**src/rtl/enc8to3_seq_if.sv**
```systemverilog
// Request/code handshake bundle for enc8to3_seq.
// The slave modport is the encoder side; the master modport is the vector producer and code consumer.
interface enc8to3_seq_if;
  logic [7:0] req;
  logic       req_valid;
  logic       req_ready;
  logic [2:0] code;
  logic       code_valid;
  logic       code_ready;
  logic       code_last;
  logic       zero_flag;

  modport master (
    output req, req_valid, code_ready,
    input  req_ready, code, code_valid, code_last, zero_flag
  );

  modport slave (
    input  req, req_valid, code_ready,
    output req_ready, code, code_valid, code_last, zero_flag
  );
endinterface

```
**src/rtl/enc8to3_seq.sv**
```systemverilog
// Sequential 8-to-3 encoder: accepts a multi-hot vector and emits one binary code per set bit.
// Scan order is lowest-index-first by default; define ENC_ROUND_ROBIN_EN for a round-robin pointer.
module enc8to3_seq (
  input  logic          clk,
  input  logic          reset,
  enc8to3_seq_if.slave  bus
);

  typedef enum logic {IDLE = 1'b0, EMIT = 1'b1} state_t;

  state_t     state, state_nxt;
  logic [7:0] pending;
  logic [2:0] code_r;
  logic       last_r;
  logic       zflag_r;
  logic       accept;
  logic       take;
  logic [7:0] remain;
  logic [7:0] scan_src;
  logic [2:0] pick_code;

  function automatic logic single_bit(input logic [7:0] v);
    return (v != 8'd0) && ((v & (v - 8'd1)) == 8'd0);
  endfunction

`ifdef ENC_ROUND_ROBIN_EN
  logic [2:0] ptr;

  // First set bit found walking upward from after+1, wrapping 7->0.
  function automatic logic [2:0] scan_rr(input logic [7:0] v, input logic [2:0] after);
    logic [2:0] idx;
    logic [2:0] res;
    logic       found;
    res   = 3'd0;
    found = 1'b0;
    for (int k = 1; k <= 8; k++) begin
      idx = after + 3'(k);
      if (!found && v[idx]) begin
        res   = idx;
        found = 1'b1;
      end
    end
    return res;
  endfunction
`else
  function automatic logic [2:0] scan_low(input logic [7:0] v);
    logic [2:0] res;
    res = 3'd0;
    for (int i = 7; i >= 0; i--) begin
      if (v[i]) res = 3'(i);
    end
    return res;
  endfunction
`endif

  assign accept   = (state == IDLE) && bus.req_valid;
  assign take     = (state == EMIT) && bus.code_ready;
  assign remain   = pending & ~(8'd1 << code_r);
  assign scan_src = (state == IDLE) ? bus.req : remain;

  // In EMIT the pointer is about to become code_r, so the search continues after it.
`ifdef ENC_ROUND_ROBIN_EN
  assign pick_code = scan_rr(scan_src, (state == IDLE) ? ptr : code_r);
`else
  assign pick_code = scan_low(scan_src);
`endif

  always_ff @(posedge clk) begin
    if (!reset) state <= IDLE;
    else        state <= state_nxt;
  end

  always_comb begin
    state_nxt = state;
    case (state)
      IDLE:    if (accept && (bus.req != 8'd0)) state_nxt = EMIT;
      EMIT:    if (take && last_r)              state_nxt = IDLE;
      default: state_nxt = IDLE;
    endcase
  end

  always_comb begin
    bus.req_ready  = (state == IDLE);
    bus.code_valid = (state == EMIT);
    bus.code       = code_r;
    bus.code_last  = last_r;
    bus.zero_flag  = zflag_r;
  end

  // Code and last flag only move on accept or handshake, so they hold under backpressure.
  always_ff @(posedge clk) begin
    if (!reset) begin
      pending <= 8'd0;
      code_r  <= 3'd0;
      last_r  <= 1'b0;
      zflag_r <= 1'b0;
    end else begin
      zflag_r <= accept && (bus.req == 8'd0);
      if (accept) begin
        pending <= bus.req;
        code_r  <= pick_code;
        last_r  <= single_bit(bus.req);
      end else if (take) begin
        pending <= remain;
        if (remain != 8'd0) code_r <= pick_code;
        last_r  <= single_bit(remain);
      end
    end
  end

`ifdef ENC_ROUND_ROBIN_EN
  always_ff @(posedge clk) begin
    if (!reset)    ptr <= 3'd7;
    else if (take) ptr <= code_r;
  end
`endif

endmodule

```
**src/flat_wrapper.sv**
```systemverilog
// flat-port wrapper written by rule: the top's interface ports become plain ports
module enc8to3_seq_flat 
  (clk, reset, bus_req, bus_req_valid, bus_code_ready, bus_req_ready, bus_code, bus_code_valid, bus_code_last, bus_zero_flag);
  enc8to3_seq_if bus_i ();
  input  logic clk;
  input  logic reset;
  input wire logic [$bits(bus_i.req)-1:0] bus_req;
  input wire logic [$bits(bus_i.req_valid)-1:0] bus_req_valid;
  input wire logic [$bits(bus_i.code_ready)-1:0] bus_code_ready;
  output wire logic [$bits(bus_i.req_ready)-1:0] bus_req_ready;
  output wire logic [$bits(bus_i.code)-1:0] bus_code;
  output wire logic [$bits(bus_i.code_valid)-1:0] bus_code_valid;
  output wire logic [$bits(bus_i.code_last)-1:0] bus_code_last;
  output wire logic [$bits(bus_i.zero_flag)-1:0] bus_zero_flag;
  assign bus_i.req = bus_req;
  assign bus_i.req_valid = bus_req_valid;
  assign bus_i.code_ready = bus_code_ready;
  assign bus_req_ready = bus_i.req_ready;
  assign bus_code = bus_i.code;
  assign bus_code_valid = bus_i.code_valid;
  assign bus_code_last = bus_i.code_last;
  assign bus_zero_flag = bus_i.zero_flag;
  enc8to3_seq u_core (.clk(clk), .reset(reset), .bus(bus_i));
endmodule
```
**config.mk**
```make
export PLATFORM = sky130hd
export DESIGN_NAME = enc8to3_seq_flat
export DESIGN_NICKNAME = d
export VERILOG_FILES = /design/src/rtl/enc8to3_seq_if.sv /design/src/rtl/enc8to3_seq.sv /design/src/flat_wrapper.sv
export SDC_FILE = /design/constraint.sdc
export NUM_CORES = 1
export LEC_CHECK = 0
export ABC_AREA = 1
export BUFFER_PORTS_ARGS = -buffer_cell sky130_fd_sc_hd__buf_2
export CAP_MARGIN = 20
export CELL_PAD_IN_SITES_DETAIL_PLACEMENT = 1
export CELL_PAD_IN_SITES_GLOBAL_PLACEMENT = 2
export CORE_ASPECT_RATIO = 1.25
export CORE_UTILIZATION = 30
export CTS_CLUSTER_DIAMETER = 100
export DETAILED_ROUTE_END_ITERATION = 8
export GPL_TIMING_DRIVEN = 0
export PLACE_DENSITY = 0.9
export SETUP_SLACK_MARGIN = 0.3
export SYNTH_ARGS = -nofsm -noshare
export SYNTH_HDL_FRONTEND = slang
export SYNTH_SLANG_ARGS = --single-unit
```
**constraint.sdc**
```tcl
create_clock -name clk -period 4 [get_ports clk]
set_input_delay 0.8 -clock clk [delete_from_list [all_inputs] [get_ports clk]]
set_output_delay 0.8 -clock clk [all_outputs]
set_load 0.01 [all_outputs]
```
==> flow_summary.ini, run 1 <==
[run_status]
status = finished, final reports clean

[critical_path]
reg2reg_depth = 10
critPathKind = in -> reg
critPathMaxFanout = 10
slowest_delay_ns = 0.40
path_cells = buf_2 -> nand2_2 -> inv_1 -> nor2_2 -> inv_2 -> nand2_2 -> nand2_1 -> a21oi_2
worstPathRequired_ns = 4.19
slowest_stage = nor2_2
cp-end-kind = flop
arrival_ns = 1.98
start_kind = input pin
critPathMostFrequentCell = nand2_2

[pwr]
p_seq_share_pct = 35.8
p_switching_mw = 0.165
p_leak_nw = 0.568
swShare_pct = 36.5
p_per_area_mw_per_mm2 = 373
vdd_drop_max_mv = 0.176
p_int_mw = 0.288
p_comb_share_pct = 32.0
clock_power_share_pct = 32.2

[logic_synthesis]
ys_seq_area_share_pct = 27.4
synth_top_family_by_area = simple AND/OR/NAND/NOR gates
synthAdderAreaFrac_pct = 0
avgSynthCellArea_um2 = 6.12
synthSimpleGateAreaFrac_pct = 45.8
synth.mux.area_fraction_pct = 0
synth.distinct_cells = 27
netlist_instances = 167
syn_nets = 179
yosys_register_bits = 14
ys.warnings.count = 0
netlist_area_mm2 = 0.00102
synth-xor-area-share_pct = 0
synth_compound_area_share_pct = 20.2

[final_layout]
area_growth_pct = 18.7
nNetsFinal = 202
mostFrequentLayoutCells = 52 x nand2_1, 28 x nor2_1, 18 x buf_2, 15 x nand3_1, 14 x dfxtp_1
final_common_cell = nand2_1
final_layout_size_suffix_gt1_share_pct = 22.8
design_area_mm2 = 0.00121
antenna_cells = 0
fillers = 461
fin_cells = 226

[routing]
drc = 0
wl_per_cell_um = 15.1
firstDrtPassIters = 4
wl_um = 3410
drt-initial-drc-count = 21
drtAntennaViolNets = 0
viasPerCell = 5.22
via_count = 1179

[floorplanning]
rows = 23
initial_utilization_pct = 31.7
die_area_mm2 = 0.00365
fp.dieH_um = 67.3
ios = 19
coreArea_mm2 = 0.00322
die_width_um = 54.2

[timing]
fin_crit_sh_pct = 44.8
tightestPinTransition_ns = 0.466
tns_ns = 0
timing.fmax_mhz = 558
hold_viol_final = 0
fin_crit_ns = 1.79
clock_skew_ns = 0.00452
relSlewSlack_pct = 68.9
rsz0062_at_grt = no
drv_slew = 0
finalSetupViolations = 0

[global_route]
use_met3_pct = 4.05
grt_busiest_layer = met2
first_global_vias = 1164
track_usage_pct = 20.7
grt_first_pass_wirelength_um = 5380
antenna_found_initial = 0
overflow = 0
met2_usage_pct = 40.1
grt_max_degree = 11
met1_usage_pct = 22.1

[place]
gp_congestion = 0.830
io_buffers = 18
placed_area_mm2 = 0.00116
dp_hpwl_um = 2730
dp_cells = 222

[cts]
post_cts_buffers = 0
htree_levels = 1
root_buffer = clkbuf_8
cts_tree = yes
clk_pin_slew_worst_paths_ns = 0.07
cts_sinks = 14
hold_buffers = 0
clk_latency_ns = 0.25
post_cts_resized = 0
numCtsBuffers = 3
clock_path_buffers = 2

[hold_path]
hold_depth = 2
hold_path.class = reg -> reg

[flow_run]
drv_cap = 0
cell families (layout without fill, tap and decap cells):
family | Yosys count | after routing
and+or+nand+nor | 106 | 106
DFF | 14 | 14
AOI/OAI and AO/OA | 30 | 30
buffers and inverters | 17 | 39
state kept, by name, indices dropped and copies added, names as in the netlist:
| register | count |
|---|---|
| u_core.bus.code_last | 1 |
| u_core.pending | 8 |
| u_core.bus.zero_flag | 1 |
| u_core.bus.code | 3 |
| u_core.bus.code_valid | 1 |
through the flow:
step	total power, mW	hold WS (ns)	utilization (%)	worst slack (ns)
floorplan	0.265	0.464	-	2.34
global placement	0.304	0.479	35.9	1.95
detailed placement	0.311	0.493	35.9	1.93
CTS	0.455	0.502	37.7	2.19
global route	0.477	0.543	37.7	2.07
finish	0.453	0.500	37.7	2.21
cells in the mapped netlist:
cell	n	share of area (%)
nand2_4	2	2.2
nand4_2	1	1.2
nand2_1	52	19
nand3_2	1	0.98
o211ai_1	2	1.5
a221oi_1	5	4.3
nand2_2	3	1.8
o21ai_2	3	2.6
clkbuf_1	1	0.37
a21oi_1	6	2.9
nor2_1	28	10
inv_1	7	2.6
a31oi_1	2	1.2
o21ai_1	5	2.4
nor2_2	1	0.61
o21ai_0	4	2.0
o221ai_1	1	0.86
o21ai_4	1	1.6
a21oi_2	1	0.86
clkinv_1	2	0.73
nand4_1	1	0.61
dfxtp_1	14	27
nand3_1	15	7.3
buf_4	1	0.73
nor2_4	1	1.1
inv_2	6	2.2
nor3_1	1	0.49
path summary, 6_finish.rpt:
path	start	endpoint	slack, ns
worst min-delay path	u_core.pending[1]	u_core.pending[1]	0.50
worst min register to register	u_core.pending[1]	u_core.pending[1]	0.50
worst max-delay path	bus_code_ready	u_core.bus.code[2]	2.21
worst max register to register	u_core.bus.code_valid	u_core.bus.code[1]	2.36
power by group through the flow:
stage          clock, mW  combinational (mW)  sequential, mW
6_report           0.146               0.145           0.162
5_1_grt            0.152               0.162           0.163
4_1_cts            0.146               0.147           0.162
3_5_place_dp           0               0.146           0.165
3_3_place_gp           0               0.140           0.164
2_1_floorplan          0               0.101           0.165
layout make-up:
| cell class | instances | area, µm² | share of cell area, % |
|---|---|---|---|
| buffer | 2 | 11.3 | 0.928 |
| sequential | 14 | 280 | 23.1 |
| tap | 37 | 46.3 | 3.81 |
| clock buffer | 4 | 55.1 | 4.54 |
| inverter | 15 | 56.3 | 4.64 |
| timing repair buffer | 18 | 90.1 | 7.42 |
| multi-input combinational | 136 | 674 | 55.6 |
layer usage:
layer	up-vias	routed length (µm)
met5	-	0
met1	556	1410
met3	2	120
li1	601	-
met4	0	23
met2	20	1860
worst max-delay path, delay by kind of cell:
kind	cells	cell delay, ns
AOI/OAI and AO/OA	1	0.14
buffers and inverters	3	0.29
and+or+nand+nor	4	0.74
Power figures use the tool's default switching activity.
==> run 2, diff against run 1 <==
--- a/config.mk
+++ b/config.mk
@@ -11,11 +11,11 @@
 export CELL_PAD_IN_SITES_DETAIL_PLACEMENT = 1
 export CELL_PAD_IN_SITES_GLOBAL_PLACEMENT = 2
 export CORE_ASPECT_RATIO = 1.25
-export CORE_UTILIZATION = 30
+export CORE_UTILIZATION = 25
 export CTS_CLUSTER_DIAMETER = 100
 export DETAILED_ROUTE_END_ITERATION = 8
 export GPL_TIMING_DRIVEN = 0
-export PLACE_DENSITY = 0.9
+export PLACE_DENSITY = 0.81
 export SETUP_SLACK_MARGIN = 0.3
 export SYNTH_ARGS = -nofsm -noshare
 export SYNTH_HDL_FRONTEND = slang
==> constraint.sdc (replaced) <==
create_clock -name clk -period 1.45 [get_ports clk]
set_input_delay 0.29 -clock clk [delete_from_list [all_inputs] [get_ports clk]]
set_output_delay 0.29 -clock clk [all_outputs]
set_load 0.01 [all_outputs]
==> flow_summary.ini, run 2 (synthesis results as in run 1) <==
[place]
dp_hpwl_um = 2840
dp_cells = 239
gp_congestion = 0.846
io_buffers = 18

[final_layout]
fillers = 493
area_growth_pct = 69.0
fin_cells = 272
final_common_cell = nand2_1
antenna_cells = 0
final_layout_size_suffix_gt1_share_pct = 48.6
largest-register = u_core.pending
nNetsFinal = 231
mostFrequentLayoutCells = 39 x nand2_1, 26 x nor2_1, 19 x buf_4, 17 x buf_2, 11 x nand2_2
largest_reg_flops = 8

[flow_run]
drv_cap = 0

[hold_path]
hold_path.class = in -> reg

[critical_path]
cp-end-kind = flop
critPathMostFrequentCell = nand2_2
arrival_ns = 1.69
cp_top_family = simple AND/OR/NAND/NOR gates
worstPathRequired_ns = 1.60
critPathKind = reg -> reg
critPathBufInv = 1
r2r_slack_ns = -0.09
path_cells = inv_4 -> nand2_4 -> o21ai_4 -> nand3_2 -> nor2_4 -> nand2_2 -> nand2_4 -> nand2_2 -> nand2_2 -> a21oi_2
slowest_delay_ns = 0.39
critPathMaxFanout = 7
start_kind = flop
slowest_stage = dfxtp_4

[cts]
cts_tree = yes
numCtsBuffers = 3
root_buffer = clkbuf_8
clock_path_buffers = 2
clk_pin_slew_worst_paths_ns = 0.07
clk_latency_ns = 0.26
htree_levels = 1
cts_sinks = 14
hold_buffers = 0

[pwr]
p_per_area_mw_per_mm2 = 842
vdd_drop_max_mv = 0.336
finalPower_mw = 1.46
p_leak_nw = 0.759

[routing]
drc = 0
drt-initial-drc-count = 25
via_count = 1356
viasPerCell = 4.99
firstDrtPassIters = 4
wl_per_cell_um = 15.8
wl_um = 4290
drtAntennaViolNets = 0

[floorplanning]
die_width_um = 59.2
ios = 19
die_area_mm2 = 0.00435
initial_utilization_pct = 26.6
fp.dieH_um = 73.5
coreArea_mm2 = 0.00385
rows = 25

[run_status]
status = complete, but fails checks
violations = negative setup slack

[timing]
tns_ns = -0.286
clock_skew_ns = 0.00322
fin_crit_ns = 1.54
rsz0062_at_grt = yes
setup_slack_ns = -0.0931
tightestPinTransition_ns = 0.400
drv_slew = 0
hold_viol_final = 0
finalSetupViolations = 4
timing.fmax_mhz = 648
relSlewSlack_pct = 73.2
fin_crit_sh_pct = 106

[global_route]
track_usage_pct = 20.1
antenna_found_initial = 0
grt_max_degree = 11
grt_first_pass_wirelength_um = 6390
overflow = 0
first_global_vias = 1307
[run 2: where the power goes]
| part | leakage (nW) | internal [mW] | total, mW | switching [mW] |
|---|---|---|---|---|
| Sequential | 0.117 | 0.417 | 0.466 | 0.0492 |
| Combinational | 0.619 | 0.276 | 0.631 | 0.355 |
| Clock | 0.0231 | 0.188 | 0.358 | 0.170 |
[run 2: final cells by class]
cell class | count | area, µm² | area share, %
Tap cell | 54 | 67.6 | 3.91
Clock buffer | 3 | 41.3 | 2.39
Buffer | 2 | 22.5 | 1.30
Timing Repair Buffer | 47 | 355 | 20.6
Multi-Input combinational cell | 136 | 853 | 49.4
Inverter | 15 | 91.3 | 5.29
Clock inverter | 1 | 3.75 | 0.217
Sequential cell | 14 | 293 | 16.9
[run 2: through the flow]
stage | setup WS [ns] | area [µm²] | hold slack (ns) | utilization [%]
6_report | -0.0931 | 1730 | 0.306 | 44.9
5_1_grt | -0.179 | 1730 | 0.321 | 44.9
4_1_cts | -0.0309 | 1530 | 0.299 | 39.7
3_5_place_dp | -0.0774 | 1260 | 0.483 | 32.7
3_3_place_gp | -0.0653 | 1260 | 0.459 | 32.7
2_1_floorplan | 0.173 | 1100 | 0.383 | -
[run 2: timing repair]
action / in CTS / in global routing
endpoints found under the setup margin: 13 / 13
resized for setup: 25 / 28
endpoints found under the hold margin: 0 / 0
pin swaps: 13 / 19
setup buffers: 16 / 13
[run 2: worst paths after layout]
path                            cells after the start            endpoint                from
worst max register to register                     10  u_core.bus.code[0]  u_core.bus.code[1]
worst min-delay path                                3   u_core.pending[6]          bus_req[6]
worst max-delay path                               10  u_core.bus.code[0]  u_core.bus.code[1]
worst min register to register                      2   u_core.pending[2]   u_core.pending[2]
[run 2: worst min-delay path, stage by stage]
cell	delay [ns]
buf_2	0.09
a221oi_2	0.05
nor2_1	0.09
[run 2: per-layer routing]
| layer | share of wire, % | routed length, µm | GRT usage (%) | vias up |
|---|---|---|---|---|
| li1 | - | - | - | 662 |
| met3 | 2.1 | 91 | 1.76 | 11 |
| met5 | 0 | 0 | 0 | - |
| met1 | 42 | 1810 | 24.4 | 662 |
| met4 | 3.0 | 127 | 9.79 | 0 |
| met2 | 53 | 2270 | 34.7 | 21 |
